## src/rtl/mem_pkg.sv

```systemverilog
// Shared defaults and FSM encoding for the two-port memory arbiter.
package mem_pkg;

    localparam int XPRLEN_DEF = 32;
    localparam int ADDR_W_DEF = 8;
    localparam int DATA_W_DEF = 8;
    localparam int RD_LAT_DEF = 2;

    typedef enum logic [1:0] {
        ST_IDLE   = 2'd0,
        ST_ACCESS = 2'd1,
        ST_WAIT   = 2'd2,
        ST_DONE   = 2'd3
    } state_t;

endpackage

```

## src/rtl/rr_arb2.sv

```systemverilog
// Two-way round-robin picker: ptr names the port that wins a tie.
module rr_arb2 (
    input  logic [1:0] req,
    input  logic       ptr,
    output logic [1:0] grant
);

    always_comb begin
        grant = req;
        if (req == 2'b11) begin
            grant = ptr ? 2'b10 : 2'b01;
        end
    end

endmodule

```

## src/rtl/mem_arbiter.sv

```systemverilog
// Arbitrates a load port and a store port onto one single-port synchronous RAM,
// one transaction at a time, with round-robin tie breaking and range checking.
module mem_arbiter
    import mem_pkg::*;
#(
    parameter int XPRLEN = XPRLEN_DEF,
    parameter int ADDR_W = ADDR_W_DEF,
    parameter int DATA_W = DATA_W_DEF,
    parameter int RD_LAT = RD_LAT_DEF
) (
    input  logic              clk,
    input  logic              rst_n,
    input  logic              req0,
    input  logic              req1,
    input  logic              we0,
    input  logic              we1,
    input  logic [XPRLEN-1:0] addr0,
    input  logic [XPRLEN-1:0] addr1,
    input  logic [DATA_W-1:0] wdata0,
    input  logic [DATA_W-1:0] wdata1,
    output logic              gnt0,
    output logic              gnt1,
    output logic              done0,
    output logic              done1,
    output logic              err0,
    output logic              err1,
    output logic [DATA_W-1:0] rdata,
    output logic [ADDR_W-1:0] ram_address,
    output logic [DATA_W-1:0] ram_data,
    output logic              ram_wren,
    input  logic [DATA_W-1:0] ram_q
);

    localparam logic [2:0] CNT_LAST = 3'(RD_LAT - 1);

    state_t            state_q, state_d;
    logic              rr_ptr;
    logic [1:0]        pick;
    logic              owner;
    logic              lat_we;
    logic              lat_oor;
    logic [2:0]        cnt_q;
    logic              finish;
    logic              sel_we;
    logic              sel_oor;
    logic [XPRLEN-1:0] sel_addr;
    logic [DATA_W-1:0] sel_wdata;

    function automatic logic out_of_range(input logic [XPRLEN-1:0] a);
        return (a >> ADDR_W) != '0;
    endfunction

    rr_arb2 u_rr (
        .req   ({req1, req0}),
        .ptr   (rr_ptr),
        .grant (pick)
    );

    assign sel_we    = pick[1] ? we1    : we0;
    assign sel_addr  = pick[1] ? addr1  : addr0;
    assign sel_wdata = pick[1] ? wdata1 : wdata0;
    assign sel_oor   = out_of_range(sel_addr);

    always_ff @(posedge clk) begin
        if (!rst_n) begin
            state_q <= ST_IDLE;
        end else begin
            state_q <= state_d;
        end
    end

    // Writes and range errors finish straight out of ACCESS; reads finish after RD_LAT wait cycles.
    always_comb begin
        state_d = state_q;
        finish  = 1'b0;
        unique case (state_q)
            ST_IDLE: begin
                if (|pick) state_d = ST_ACCESS;
            end
            ST_ACCESS: begin
                finish  = lat_we | lat_oor;
                state_d = finish ? ST_DONE : ST_WAIT;
            end
            ST_WAIT: begin
                finish = (cnt_q == CNT_LAST);
                if (finish) state_d = ST_DONE;
            end
            ST_DONE: begin
                state_d = ST_IDLE;
            end
            default: state_d = ST_IDLE;
        endcase
    end

    always_ff @(posedge clk) begin
        if (!rst_n) begin
            rr_ptr      <= 1'b0;
            owner       <= 1'b0;
            lat_we      <= 1'b0;
            lat_oor     <= 1'b0;
            cnt_q       <= '0;
            gnt0        <= 1'b0;
            gnt1        <= 1'b0;
            done0       <= 1'b0;
            done1       <= 1'b0;
            err0        <= 1'b0;
            err1        <= 1'b0;
            rdata       <= '0;
            ram_address <= '0;
            ram_data    <= '0;
            ram_wren    <= 1'b0;
        end else begin
            ram_wren <= 1'b0;
            done0    <= 1'b0;
            done1    <= 1'b0;
            err0     <= 1'b0;
            err1     <= 1'b0;
            if (finish) begin
                done0 <= ~owner;
                done1 <= owner;
                err0  <= ~owner & lat_oor;
                err1  <= owner & lat_oor;
            end
            // RAM port is loaded on the IDLE->ACCESS edge so it is stable for all of ACCESS and WAIT.
            unique case (state_q)
                ST_IDLE: begin
                    if (|pick) begin
                        owner       <= pick[1];
                        lat_we      <= sel_we;
                        lat_oor     <= sel_oor;
                        gnt0        <= pick[0];
                        gnt1        <= pick[1];
                        ram_address <= sel_addr[ADDR_W-1:0];
                        ram_data    <= sel_wdata;
                        ram_wren    <= sel_we & ~sel_oor;
                    end
                end
                ST_ACCESS: begin
                    cnt_q <= '0;
                end
                ST_WAIT: begin
                    cnt_q <= cnt_q + 3'd1;
                    if (finish) rdata <= ram_q;
                end
                ST_DONE: begin
                    gnt0   <= 1'b0;
                    gnt1   <= 1'b0;
                    rr_ptr <= ~owner;
                end
                default: ;
            endcase
        end
    end

endmodule
```

## config.mk

```make
export PLATFORM = sky130hd
export DESIGN_NAME = mem_arbiter
export DESIGN_NICKNAME = d
export VERILOG_FILES = /design/src/rtl/mem_pkg.sv /design/src/rtl/rr_arb2.sv /design/src/rtl/mem_arbiter.sv
export SDC_FILE = /design/constraint.sdc
export NUM_CORES = 1
export LEC_CHECK = 0
export ABC_AREA = 1
export BUFFER_PORTS_ARGS = -buffer_cell sky130_fd_sc_hd__buf_2
export CAP_MARGIN = 10
export CORE_ASPECT_RATIO = 1.1
export CORE_MARGIN = 5
export CORE_UTILIZATION = 48
export CTS_BUF_LIST = sky130_fd_sc_hd__clkbuf_8
export CTS_CLUSTER_SIZE = 25
export DETAILED_ROUTE_END_ITERATION = 6
export PLACE_DENSITY_LB_ADDON = 0.25
export SLEW_MARGIN = 15
export SYNTH_ARGS = -nofsm -noshare
export SYNTH_HDL_FRONTEND = slang
export SYNTH_SLANG_ARGS = --single-unit
```

## constraint.sdc

```tcl
create_clock -name clk -period 3.22 [get_ports clk]
set_input_delay 0.322 -clock clk [delete_from_list [all_inputs] [get_ports clk]]
set_output_delay 0.322 -clock clk [all_outputs]
set_load 0.005 [all_outputs]
```

# Yosys cells after proc, flatten, opt, wreduce, memory -nomap -nowiden
# Cells that the tools add are included.
dict set report word_totals {
  regBits 40
  in_bits 94
  elab_cells 56
}
dict set report classes {
  addsub 1
  n_eq_ne 7
  n_mux 15
  bitwise 6
  reduce_logical 11
}
# op count
set op_table {}
lappend op_table {{32-bit 2-to-1 mux} 1}
lappend op_table {{32-bit nonzero test} 1}
lappend op_table {{2-bit AND reduction} 5}
lappend op_table {{2-bit 2-to-1 mux} 4}
lappend op_table {{8-bit 2-to-1 mux} 1}
lappend op_table {{2-bit case mux with 4 select lines} 1}
lappend op_table {{2-bit == test, second input constant} 3}
lappend op_table {{1-bit case mux with 2 select lines} 3}
lappend op_table {{3-bit case mux with 2 select lines} 1}
lappend op_table {{1-bit 2-to-1 mux} 4}
lappend op_table {{2-bit != test, second input constant} 2}
lappend op_table {{2-bit nonzero test} 2}
lappend op_table {{3-bit by 1-bit adder with 3-bit output, second input constant} 1}
lappend op_table {{1-bit AND} 3}
lappend op_table {{3-bit by 1-bit == test with 1-bit output, second input constant} 1}
lappend op_table {{3-bit AND reduction} 1}
lappend op_table {{2-bit by 1-bit == test with 1-bit output, second input constant} 1}
lappend op_table {{2-bit zero test} 1}
lappend op_table {{1-bit NOT} 2}
lappend op_table {{2-bit OR reduction} 1}
lappend op_table {{1-bit OR} 1}

# Depth between registers and ports, before layout
# Gate-level depths: netlist of run 1.
dict set report depth {
  depth_word 6
  mapped_depth 9
}

# By module
# A second synthesis of run 1 with hierarchy kept.
dict set report hier_totals {
  cells_unflattened 280
  area_unflattened_um2 1985.7
}
# mod instances cells_each area_each_um2 seq_area_each_um2
set modules_own_cells {}
lappend modules_own_cells {mem_arbiter 1 275 1964.4 800.8}
lappend modules_own_cells {rr_arb2 1 5 21.3 0.0}

# Worst setup path after synthesis of run 1
# OpenSTA, ideal clock, no wires.
dict set report synth_timing {
  kind {flip-flop to flip-flop}
  start {reg state_q[1]}
  end {reg rdata[0]}
  arrival_ps 1350
  required_time_ps 3104
  slack_ps 1754
  stages_incl_launch_ff 9
  n_path_buf 1
  synth_period_minus_slack_ps 1466
  cell_sequence {dfxtp_1 inv_1 ha_1 buf_2 nand2_1 a21oi_2 inv_2 nor2_1 nor2_1}
}
dict set report synth_via {
  elab_chain_len 3
  word_cells_on_any_way 4
  cone_classes {eq/ne (2); mux (1); reduce/logical (1)}
}
# element line
set synth_rtl {}
lappend synth_rtl {{from (decl)} mem_arbiter.sv:36} ;# state_t state_q, state_d;
lappend synth_rtl {{from (signal assigned)} mem_arbiter.sv:68} ;# state_q <= state_d;
lappend synth_rtl {{2-bit == test / 2-bit by 1-bit == test with 1-bit output (equally long branches)} {mem_arbiter.sv:76, mem_arbiter.sv:125}}
lappend synth_rtl {{1-bit case mux with 2 select lines} mem_arbiter.sv:76} ;# unique case (state_q)
lappend synth_rtl {{2-bit AND reduction (no source line) (*)} --}
lappend synth_rtl {{to (signal assigned)} mem_arbiter.sv:143} ;# if (finish) rdata <= ram_q;
lappend synth_rtl {{to (decl)} mem_arbiter.sv:27} ;# output logic [DATA_W-1:0] rdata,
# Mark *: on every way between the ends. The rest lies on a longest branch, timed or not.
# A chain may end at the register's enable or synchronous reset.

# Worst setup path after layout of run 1
dict set report layout_timing {
  start {reg state_q[0]}
  end {reg ram_data[6]}
}
dict set report layout_via {
  elab_chain_len 2
}
# element line
set layout_rtl {}
lappend layout_rtl {{2-bit zero test} mem_arbiter.sv:125} ;# unique case (state_q)
lappend layout_rtl {{2-bit AND reduction (no source line)} --}
lappend layout_rtl {{to (signal assigned)} mem_arbiter.sv:134} ;# ram_data <= sel_wdata;
lappend layout_rtl {{to (decl)} mem_arbiter.sv:29} ;# output logic [DATA_W-1:0] ram_data,
# Every way passes these cells.

==> impl_metrics.yaml, run 1 <==
timing:
  fmax_ghz: 0.5398
  maxSlewViolCount: 0
  finalWorstSetupSlack_ps: 1367
  setup_violations: 0
  rsz0062_at_grt: "false"
  slew_headroom_pct: 59.93
  worst_slew_pin_slew_ps: 599.6
  layout_min_cycle_time_ps: 1853
  finClkSkew_ps: 9.168
  fin_crit_sh_pct: 57.54
  fin_tns_setup_ps: 0
  hold_viol: 0
logic_synthesis:
  synth_seq_cells: 40
  synthDistinctLibCells: 30
  netlist_instances: 311
  ys_warn_count: 0
  synth_fa_ha_area_share_pct: 3.576
  synth_compound_area_share_pct: 13.59
  synth-xor-area-share_pct: 0
  syn_area_sq_mm: 0.002100
  synth-seq-area-share_pct: 38.14
  ys_async_sr_fraction_pct: 0
  synth_ff_type: "dfxtp_1"
  synth_top_family_by_area: "simple AND/OR/NAND/NOR gates"
  syn-num-nets: 411
  synth.avg_cell_area_sq_um: 6.751
  synth-simple-area-share_pct: 33.79
  synth-edff-count: 0
  synthMuxAreaShare_pct: 0
cells_and_area:
  nets: 532
  area_delta_synth_final_pct: 33.08
  drive_gt1_share_pct: 36.72
  fillers: 402
  num_antenna_cells: 0
  design_area_sq_mm: 0.002794
  final_cell_mix: "buf_2, nand2_1, nor2_1, dfxtp_1, inv_1"
  final_common_cell: "buf_2"
  layout.cells.non_filler: 487
clock_tree:
  cts_resized: 0
  cts_root_buffer: "clkbuf_8"
  post_cts_buffers: 0
  holdBufCountCts: 0
  h-tree-depth: 2
  numCtsBuffers: 5
  cts_tree: "yes"
  worstSkewPairLatency_ps: 290
  cts.sinks: 40
  clk_pin_slew_ps: 80
  clockBufferDepth: 2
grt:
  top_usage_layer: "met2"
  grt_max_degree: 35
  grt_pass1_wl_um: 8438
  antenna_found_initial: 0
  grt_util_met1_pct: 20.84
  grtUsageTotal_pct: 18.17
  grt_use_met3_pct: 4.810
  grt_pass1_vias: 2088
  grt_overflow: 0
  grt_use_met2_pct: 32.38
power:
  irDropWorstVdd_mv: 0.3781
  powerDensity_mw_per_mm2: 578.2
  finalPower_uw: 1616
  leakagePower_uw: 0.001567
placement:
  port_buffers: 124
  gp_congestion: 0.7914
  hpwlAfterDp_um: 4048
  dp_slack_ps: 1371
  placed_cell_area_sq_mm: 0.002700
  place_inst: 479
floorplan:
  fp-row-count: 25
  io_pins: 125
  die_h_um: 79.37
  die_w_um: 73.06
  start_util_pct: 49.35
  die-area_sq_mm: 0.005798
  core_area_sq_mm: 0.004254
route:
  firstDrtPassIters: 4
  wire_per_inst_um: 10.59
  ant_nets: 0
  dr_total_vias: 2187
  drtIter0Drc: 100
  drc: 0
  post_drt_via_cell_ratio: 4.491
  totalWireLength_um: 5155
run:
  maxCapViolations: 0
min_path:
  min_path_type: "input port to register"
worst_setup_path:
  critical_path.max_fanout: 21
  required_ps: 3410
  crit_type: "register to register"
  critPathCaptureType: "register"
  cp.arrival_ps: 2040
  critPathLaunchType: "register"
outcome:
  status: "finished, final reports clean"
-- layout make-up --
type / count / area (sq um) / area share, %
multi-input cells: 224 / 1070 / 38.29
flip-flops and latches: 40 / 800.8 / 28.66
repair buffers: 124 / 620.6 / 22.21
inverters: 37 / 141.4 / 5.060
clock buffers: 6 / 82.58 / 2.956
well taps: 54 / 67.56 / 2.418
clock inverters: 2 / 11.26 / 0.4030
-- final timing paths --
kind,to,from,slack (ps),depth (start not counted)
setup reg to reg,ram_data[6]$_SDFFE_PN0P_,state_q[0]$_SDFFE_PN0P_,1370,7
setup / recovery,ram_data[6]$_SDFFE_PN0P_,state_q[0]$_SDFFE_PN0P_,1370,7
hold / removal,rdata[5]$_SDFFE_PN0P_,ram_q[5],250,3
hold reg to reg,gnt0$_SDFFE_PN0P_,gnt0$_SDFFE_PN0P_,460,2
-- kinds of logic after synthesis --
logic type	after synthesis
AND/OR/NAND/NOR	171
flip-flops	40
buffers and inverters	47
adder cells (fa/ha/maj)	6
AO/OA/AOI/OAI	47
-- sequential cells by signal, indices dropped and copies added, names as in the netlist --
name	count
ram_address	8
ram_data	8
rdata	8
cnt_q	3
state_q	2
done0	1
done1	1
err0	1
err1	1
gnt0	1
gnt1	1
lat_oor	1
lat_we	1
owner	1
ram_wren	1
rr_ptr	1
-- per-layer routing --
layer / part of all wire [%] / routed length, um / vias up
li1: - / - / 1195
met1: 41 / 2092 / 928
met2: 52 / 2684 / 56
met3: 6.1 / 317 / 8
met4: 1.2 / 61 / 0
met5: 0 / 0 / -
-- stage by stage --
step           utilization [%]  hold WS [ps]
5_1_grt                  65.68         264.2
4_1_cts                  65.68         258.6
6_report                 65.68         254.4
3_3_place_gp             63.47         441.1
2_1_floorplan                -         428.9
3_5_place_dp             63.47         451.3
-- synth_stat cells (2+ instances only) --
library cell  instances  area (sq um)
ha_1                  6         75.07
inv_2                 5         18.77
buf_6                 4         45.04
dfxtp_1              40         800.8
nand2_2               2         12.51
a21oi_2               3         26.28
o21ai_2               2         17.52
nand3_2               2         20.02
o21ai_1              20         100.1
a21oi_1               6         30.03
nand3_1               4         20.02
and2_1                2         12.51
o21ai_0              11         55.05
clkbuf_1              2         7.510
buf_2                 3         15.01
nor3_1                2         10.01
nor2_2               10         62.56
nor2_1               68         255.2
inv_1                31         116.4
nand2_1              78         292.8
-- critical path, stage by stage, from the launching register on --
cell and delay (ps):
dfxtp_1 330, inv_1 100, ha_1 300, inv_2 100
a21oi_4 490, inv_4 210, nor2_1 150, nor2_1 60
-- where the power goes --
| group | switching (uW) | internal, uW | total (uW) |
|---|---|---|---|
| combinational | 365 | 239 | 604 |
| sequential | 65.4 | 605 | 670 |
| clock | 170 | 171 | 341 |
Power figures use the tool's default switching activity.
==> inputs of run 2 (changes only) <==
- CORE_UTILIZATION: 48 -> 40
- clock period: 3.22 -> 1.7 ns (I/O delays scaled with it)
==> run 2 against run 1 <==
Net effect:
- global-route usage down 1.8 points
- cell area up 2.0%
- clock power up 120%
- critical path type unchanged
- largest cell class unchanged
==> impl_metrics.yaml, run 2 (synthesis results as in run 1) <==
grt:
  grt_max_degree: 25
  grt_pass1_wl_um: 9045
  grtUsageTotal_pct: 16.33
  grt_pass1_vias: 2127
  grt_overflow: 0
  antenna_found_initial: 0
timing:
  setup_violations: 0
  finClkSkew_ps: 4.362
  rsz0062_at_grt: "false"
  layout_min_cycle_time_ps: 1485
  slew_headroom_pct: 73.09
  fin_tns_setup_ps: 0
  worst_slew_pin_slew_ps: 403.6
  fin_crit_sh_pct: 87.36
  maxSlewViolCount: 0
  whs_ps: 97.07
  fmax_ghz: 0.6734
  hold_viol: 0
worst_setup_path:
  crit_type: "register to register"
  worst-path-buf-inv: 2
  required_ps: 1890
  cp.arrival_ps: 1670
  rrSetupSlack_ps: 210
  rr_worst_depth: 7
  critPathLaunchType: "register"
  critPathCaptureType: "register"
  cp_slowest_stage_delay_ps: 390
  crit_chain: "inv_1 > ha_1 > nand2_1 > a21oi_4 > inv_2 > nor2_1 > nor2_1"
  crit_family: "flip-flops"
  crit_top_cell: "nor2_1"
  r2r-end: "rdata[2]$_SDFFE_PN0P_"
  r2r_start: "state_q[1]$_SDFFE_PN0P_"
  slowest_stage: "dfxtp_1"
  critical_path.max_fanout: 9
power:
  finalPower_uw: 3247
  pwr-share-seq_pct: 39.1
  clkPwrFrac_pct: 23.0
  p_switching_uw: 1170
  irDropWorstVdd_mv: 0.6822
  p_int_uw: 2077
  powerDensity_mw_per_mm2: 1139
  leakagePower_uw: 0.001598
  pwr-share-comb_pct: 37.9
  swShare_pct: 36.03
route:
  dr_total_vias: 2226
  ant_nets: 0
  wire_per_inst_um: 11.14
  drtIter0Drc: 45
  firstDrtPassIters: 4
  drc: 0
  totalWireLength_um: 5515
  post_drt_via_cell_ratio: 4.497
run:
  maxCapViolations: 0
cells_and_area:
  drive_gt1_share_pct: 37.30
  multi_input_area_sq_mm: 0.001077
  area_delta_synth_final_pct: 35.76
  num_antenna_cells: 0
  final_common_cell: "buf_2"
  final_cell_mix: "buf_2, nand2_1, nor2_1, dfxtp_1, inv_1"
  fillers: 534
  regArea_sq_um: 800.8
  design_area_sq_mm: 0.002850
  largestRegisters: "ram_address x8, ram_data x8, rdata x8"
  nets: 536
clock_tree:
  cts.sinks: 40
  clockBufferDepth: 2
  holdBufCountCts: 0
  cts_resized: 0
  numCtsBuffers: 5
  clk_pin_slew_ps: 70
  cts_tree: "yes"
  worstSkewPairLatency_ps: 290
  post_cts_buffers: 0
  h-tree-depth: 2
  cts_root_buffer: "clkbuf_8"
floorplan:
  io_pins: 125
  die_h_um: 85.99
  start_util_pct: 41.43
  die-area_sq_mm: 0.006799
  fp-row-count: 27
  core_area_sq_mm: 0.005067
  die_w_um: 79.08
min_path:
  min_from: "ram_q[3]"
  min_path_type: "input port to register"
  hold_end: "rdata[3]$_SDFFE_PN0P_"
  holdPathStages: 3
placement:
  hpwlAfterDp_um: 4345
  placed_cell_area_sq_mm: 0.002735
  port_buffers: 124
  gp_congestion: 0.8615
outcome:
  status: "finished, final reports clean"
==> run 2: worst register-to-register path: cells and delay by family, from the launching register on <==
kind	cells	cell delay (ps)
fa+ha+maj	1	300
simple gates	3	270
flops	1	390
buf+inv	2	200
compound gates	1	230
==> run 2: worst max path at each step <==
| stage | start | end | cells after the start |
|---|---|---|---|
| after floorplan | state_q[1]$_SDFFE_PN0P_ | rdata[0]$_SDFFE_PN0P_ | 8 |
| after global placement | state_q[1]$_SDFFE_PN0P_ | rdata[5]$_SDFFE_PN0P_ | 7 |
| after detailed placement | state_q[1]$_SDFFE_PN0P_ | rdata[2]$_SDFFE_PN0P_ | 7 |
| after CTS | state_q[1]$_SDFFE_PN0P_ | rdata[2]$_SDFFE_PN0P_ | 7 |
| after global routing | state_q[0]$_SDFFE_PN0P_ | ram_data[3]$_SDFFE_PN0P_ | 7 |
| final | state_q[1]$_SDFFE_PN0P_ | rdata[2]$_SDFFE_PN0P_ | 7 |
==> run 2: cell type report <==
type	count	area share [%]
tap	58	2.546
inverter	37	4.961
clock buffer	5	2.414
clock inverter	3	1.361
sequential	40	28.09
timing repair buffer	128	22.83
multi-input combinational	224	37.80
==> run 2: power groups by stage <==
| stage | Sequential, uW | Clock, uW | Combinational [uW] |
|---|---|---|---|
| CTS | 1270 | 774 | 1240 |
| global placement | 1280 | 0 | 1210 |
| global route | 1300 | 825 | 1400 |
| finish | 1270 | 748 | 1230 |
| floorplan | 1290 | 0 | 844 |
| detailed placement | 1280 | 0 | 1230 |
==> run 2: routing by layer <==
layer,wire (um),GRT usage (%)
met2,2865,29.02
met5,0,0
met3,295,4.622
met4,131,6.406
met1,2223,18.30
==> run 2: metrics by stage <==
stage	setup WS (ps)	instances	utilization, %
after floorplan	234.3	311	-
final	214.9	495	56.25
after global placement	213.2	487	53.98
after CTS	136.3	495	56.10
after detailed placement	150.3	487	53.98
after global routing	70.08	495	56.25
==> inputs of run 3 (changes only) <==
- ABC_AREA: 1 -> unset
- CORE_UTILIZATION: 40 -> 39
- SYNTH_HIERARCHICAL: unset -> 1
==> run 3 against run 2 <==
Net effect:
- via count decreased by 16%
- largest cell class unchanged
- cell area shrank 3.4%
- clock skew fell by 0.66 ps
- largest power group unchanged
- setup slack worse by 130 ps
- synthesized cell count shrank 37%
- wire length fell by 10%
- global-route usage down 1.2 points
- flip-flop and latch count did not move
- fmax shrank 8.3%
- clock power shrank 10%
==> impl_metrics.yaml, run 3 <==
logic_synthesis:
  ys_async_sr_fraction_pct: 0
  netlist_instances: 196
  synth_top_cell_area_share_pct: 42.22
  yosysTopAreaCell: "dfxtp_1"
  synthTopCellsByArea: "dfxtp_1, mux2i_1, ha_1"
  yosysMostFrequentCell: "dfxtp_1"
  syn-num-nets: 297
  synth_seq_cells: 40
  synthDistinctLibCells: 38
  syn_area_sq_mm: 0.001897
  netlist_top_cells_count: "dfxtp_1, mux2i_1, nor2_1, nand2_1, a211oi_1"
  synth-seq-area-share_pct: 42.22
  synth-edff-count: 0
  ys_warn_count: 6
  synth_ff_type: "dfxtp_1"
  synth.avg_cell_area_sq_um: 9.678
grt:
  grtUsageTotal_pct: 15.16
  grt_overflow: 0
  grt_pass1_wl_um: 8162
  antenna_found_initial: 0
  grt_max_degree: 34
  grt_pass1_vias: 1849
timing:
  whs_ps: 140.0
  fin_tns_setup_ps: 0
  finClkSkew_ps: 3.706
  fmax_ghz: 0.6173
  maxSlewViolCount: 0
  slew_headroom_pct: 73.55
  fin_crit_sh_pct: 95.29
  hold_viol: 0
  rsz0062_at_grt: "false"
  setup_violations: 0
  layout_min_cycle_time_ps: 1620
  worst_slew_pin_slew_ps: 394.2
clock_tree:
  clockBufferDepth: 2
  cts.sinks: 40
  worstSkewPairLatency_ps: 290
  cts_tree: "yes"
  h-tree-depth: 2
  cts_root_buffer: "clkbuf_8"
  numCtsBuffers: 5
  clk_pin_slew_ps: 70
floorplan:
  io_pins: 125
  die_w_um: 76.50
  die-area_sq_mm: 0.006360
  fp-row-count: 26
  start_util_pct: 40.49
  core_area_sq_mm: 0.004684
  die_h_um: 83.15
worst_setup_path:
  cp_slowest_stage_delay_ps: 340
  critPathCaptureType: "register"
  crit_chain: "inv_1 > ha_1 > nor3b_2 > a21oi_2 > and4b_1 > a211oi_1"
  cp.arrival_ps: 1810
  required_ps: 1890
  critPathLaunchType: "register"
  rrSetupSlack_ps: 80
  slowest_stage: "dfxtp_2"
  critical_path.max_fanout: 4
  crit_type: "register to register"
route:
  drc: 0
  topRoutingLayerUsed: "met4"
  wl_met3_um: 364
  dr_total_vias: 1862
  drt-met1-wl_um: 2081
  wire_per_inst_um: 12.91
  totalWireLength_um: 4956
  firstDrtPassIters: 4
  ant_nets: 0
  wl_met2_um: 2458
  post_drt_via_cell_ratio: 4.849
  drtIter0Drc: 62
placement:
  hpwlAfterDp_um: 3979
  port_buffers: 124
  gp_congestion: 0.8494
  place_inst: 375
power:
  pwr-share-comb_pct: 35.6
  leakagePower_uw: 0.001360
  finalPower_uw: 3033
  p_int_uw: 2061
  irDropWorstVdd_mv: 0.5313
  pwr-share-seq_pct: 42.3
  powerDensity_mw_per_mm2: 1102
  clkPwrFrac_pct: 22.1
  swShare_pct: 32.05
  p_switching_uw: 972.1
min_path:
  min_path_type: "input port to register"
cells_and_area:
  nets: 429
  final_common_cell: "buf_2"
  multi_input_area_sq_mm: 0.001036
  layout.cells.non_filler: 384
  area_delta_synth_final_pct: 45.12
  num_antenna_cells: 0
  final_cell_mix: "buf_2, dfxtp_1, mux2i_1, nor2_1, nand2_1"
  fillers: 440
  largestRegisters: "ram_address x8, ram_data x8, rdata x8"
  drive_gt1_share_pct: 46.34
  regArea_sq_um: 803.3
run:
  maxCapViolations: 0
outcome:
  status: "finished, final reports clean"
-- run 3: cell count changes in the layout (fill, tap and decap cells not counted), sizes merged, moves of 9 or more --
cell	change
nand2	-68
nor4	+9
nor2	-59
inv	-32
o21ai	-30
mux2i	+28
a211oi	+9
-- run 3: power by group through the flow --
stage	Sequential [uW]	Clock, uW	Combinational, uW
2_1_floorplan	1290	0	604
3_3_place_gp	1290	0	1040
3_5_place_dp	1290	0	1060
4_1_cts	1280	685	1070
5_1_grt	1310	738	1220
6_report	1280	671	1080
-- run 3: through the flow --
stage	setup slack (ps)	instance area, sq um	util, %
CTS	21.43	2731	58.31
floorplan	124.8	1897	-
global placement	92.35	2620	55.93
detailed placement	20.88	2620	55.93
global route	2.858	2753	58.76
finish	80.06	2753	58.76
-- run 3: worst paths after layout --
path | endpoint | start | depth (start not counted)
setup / recovery | state_q[0]$_SDFFE_PN0P_ | state_q[0]$_SDFFE_PN0P_ | 6
hold / removal | rdata[7]$_SDFFE_PN0P_ | ram_q[7] | 3
setup reg to reg | state_q[0]$_SDFFE_PN0P_ | state_q[0]$_SDFFE_PN0P_ | 6
hold reg to reg | lat_we$_SDFFE_PN0P_ | lat_we$_SDFFE_PN0P_ | 2
-- run 3: what timing repair did --
item / in CTS / in global routing
buffers inserted: 2 / 0
cloned: 0 / 0
gates resized for setup: 0 / 6
hold buffers: 0 / 0
pin swaps: 0 / 1
setup endpoints to repair: 2 / 9
-- run 3: worst max-delay path, delay by kind of cell (launching register included) --
family                     cells  cell delay (ps)
AOI/OAI and AO/OA              2              320
adders and majority gates      1              220
buffers and inverters          1              160
DFF                            1              340
and+or+nand+nor                2              490
-- run 3: final cells by class --
type                       count  area share, %
sequential                    40          29.18
inverter                       7         0.9545
tap                           56          2.545
multi-input combinational    140          37.64
clock buffer                   7          3.500
timing repair buffer         134          26.18
-- run 3: cell families (layout without fill, tap and decap cells) --
family | count (synthesis) | count (layout) | share of synthesized area [%]
and+or+nand+nor | 69 | 69 | 19.39
buffers and inverters | 16 | 148 | 4.353
DFF | 40 | 40 | 42.22
muxes | 29 | 29 | 15.37
AOI/OAI and AO/OA | 35 | 35 | 14.05
adders and majority gates | 7 | 7 | 4.617
-- run 3: metal layers --
metal | track usage (%) | up-vias
met3 | 5.628 | 6
met5 | 0 | -
met2 | 25.93 | 60
met4 | 3.816 | 0
met1 | 17.79 | 835
li1 | - | 961
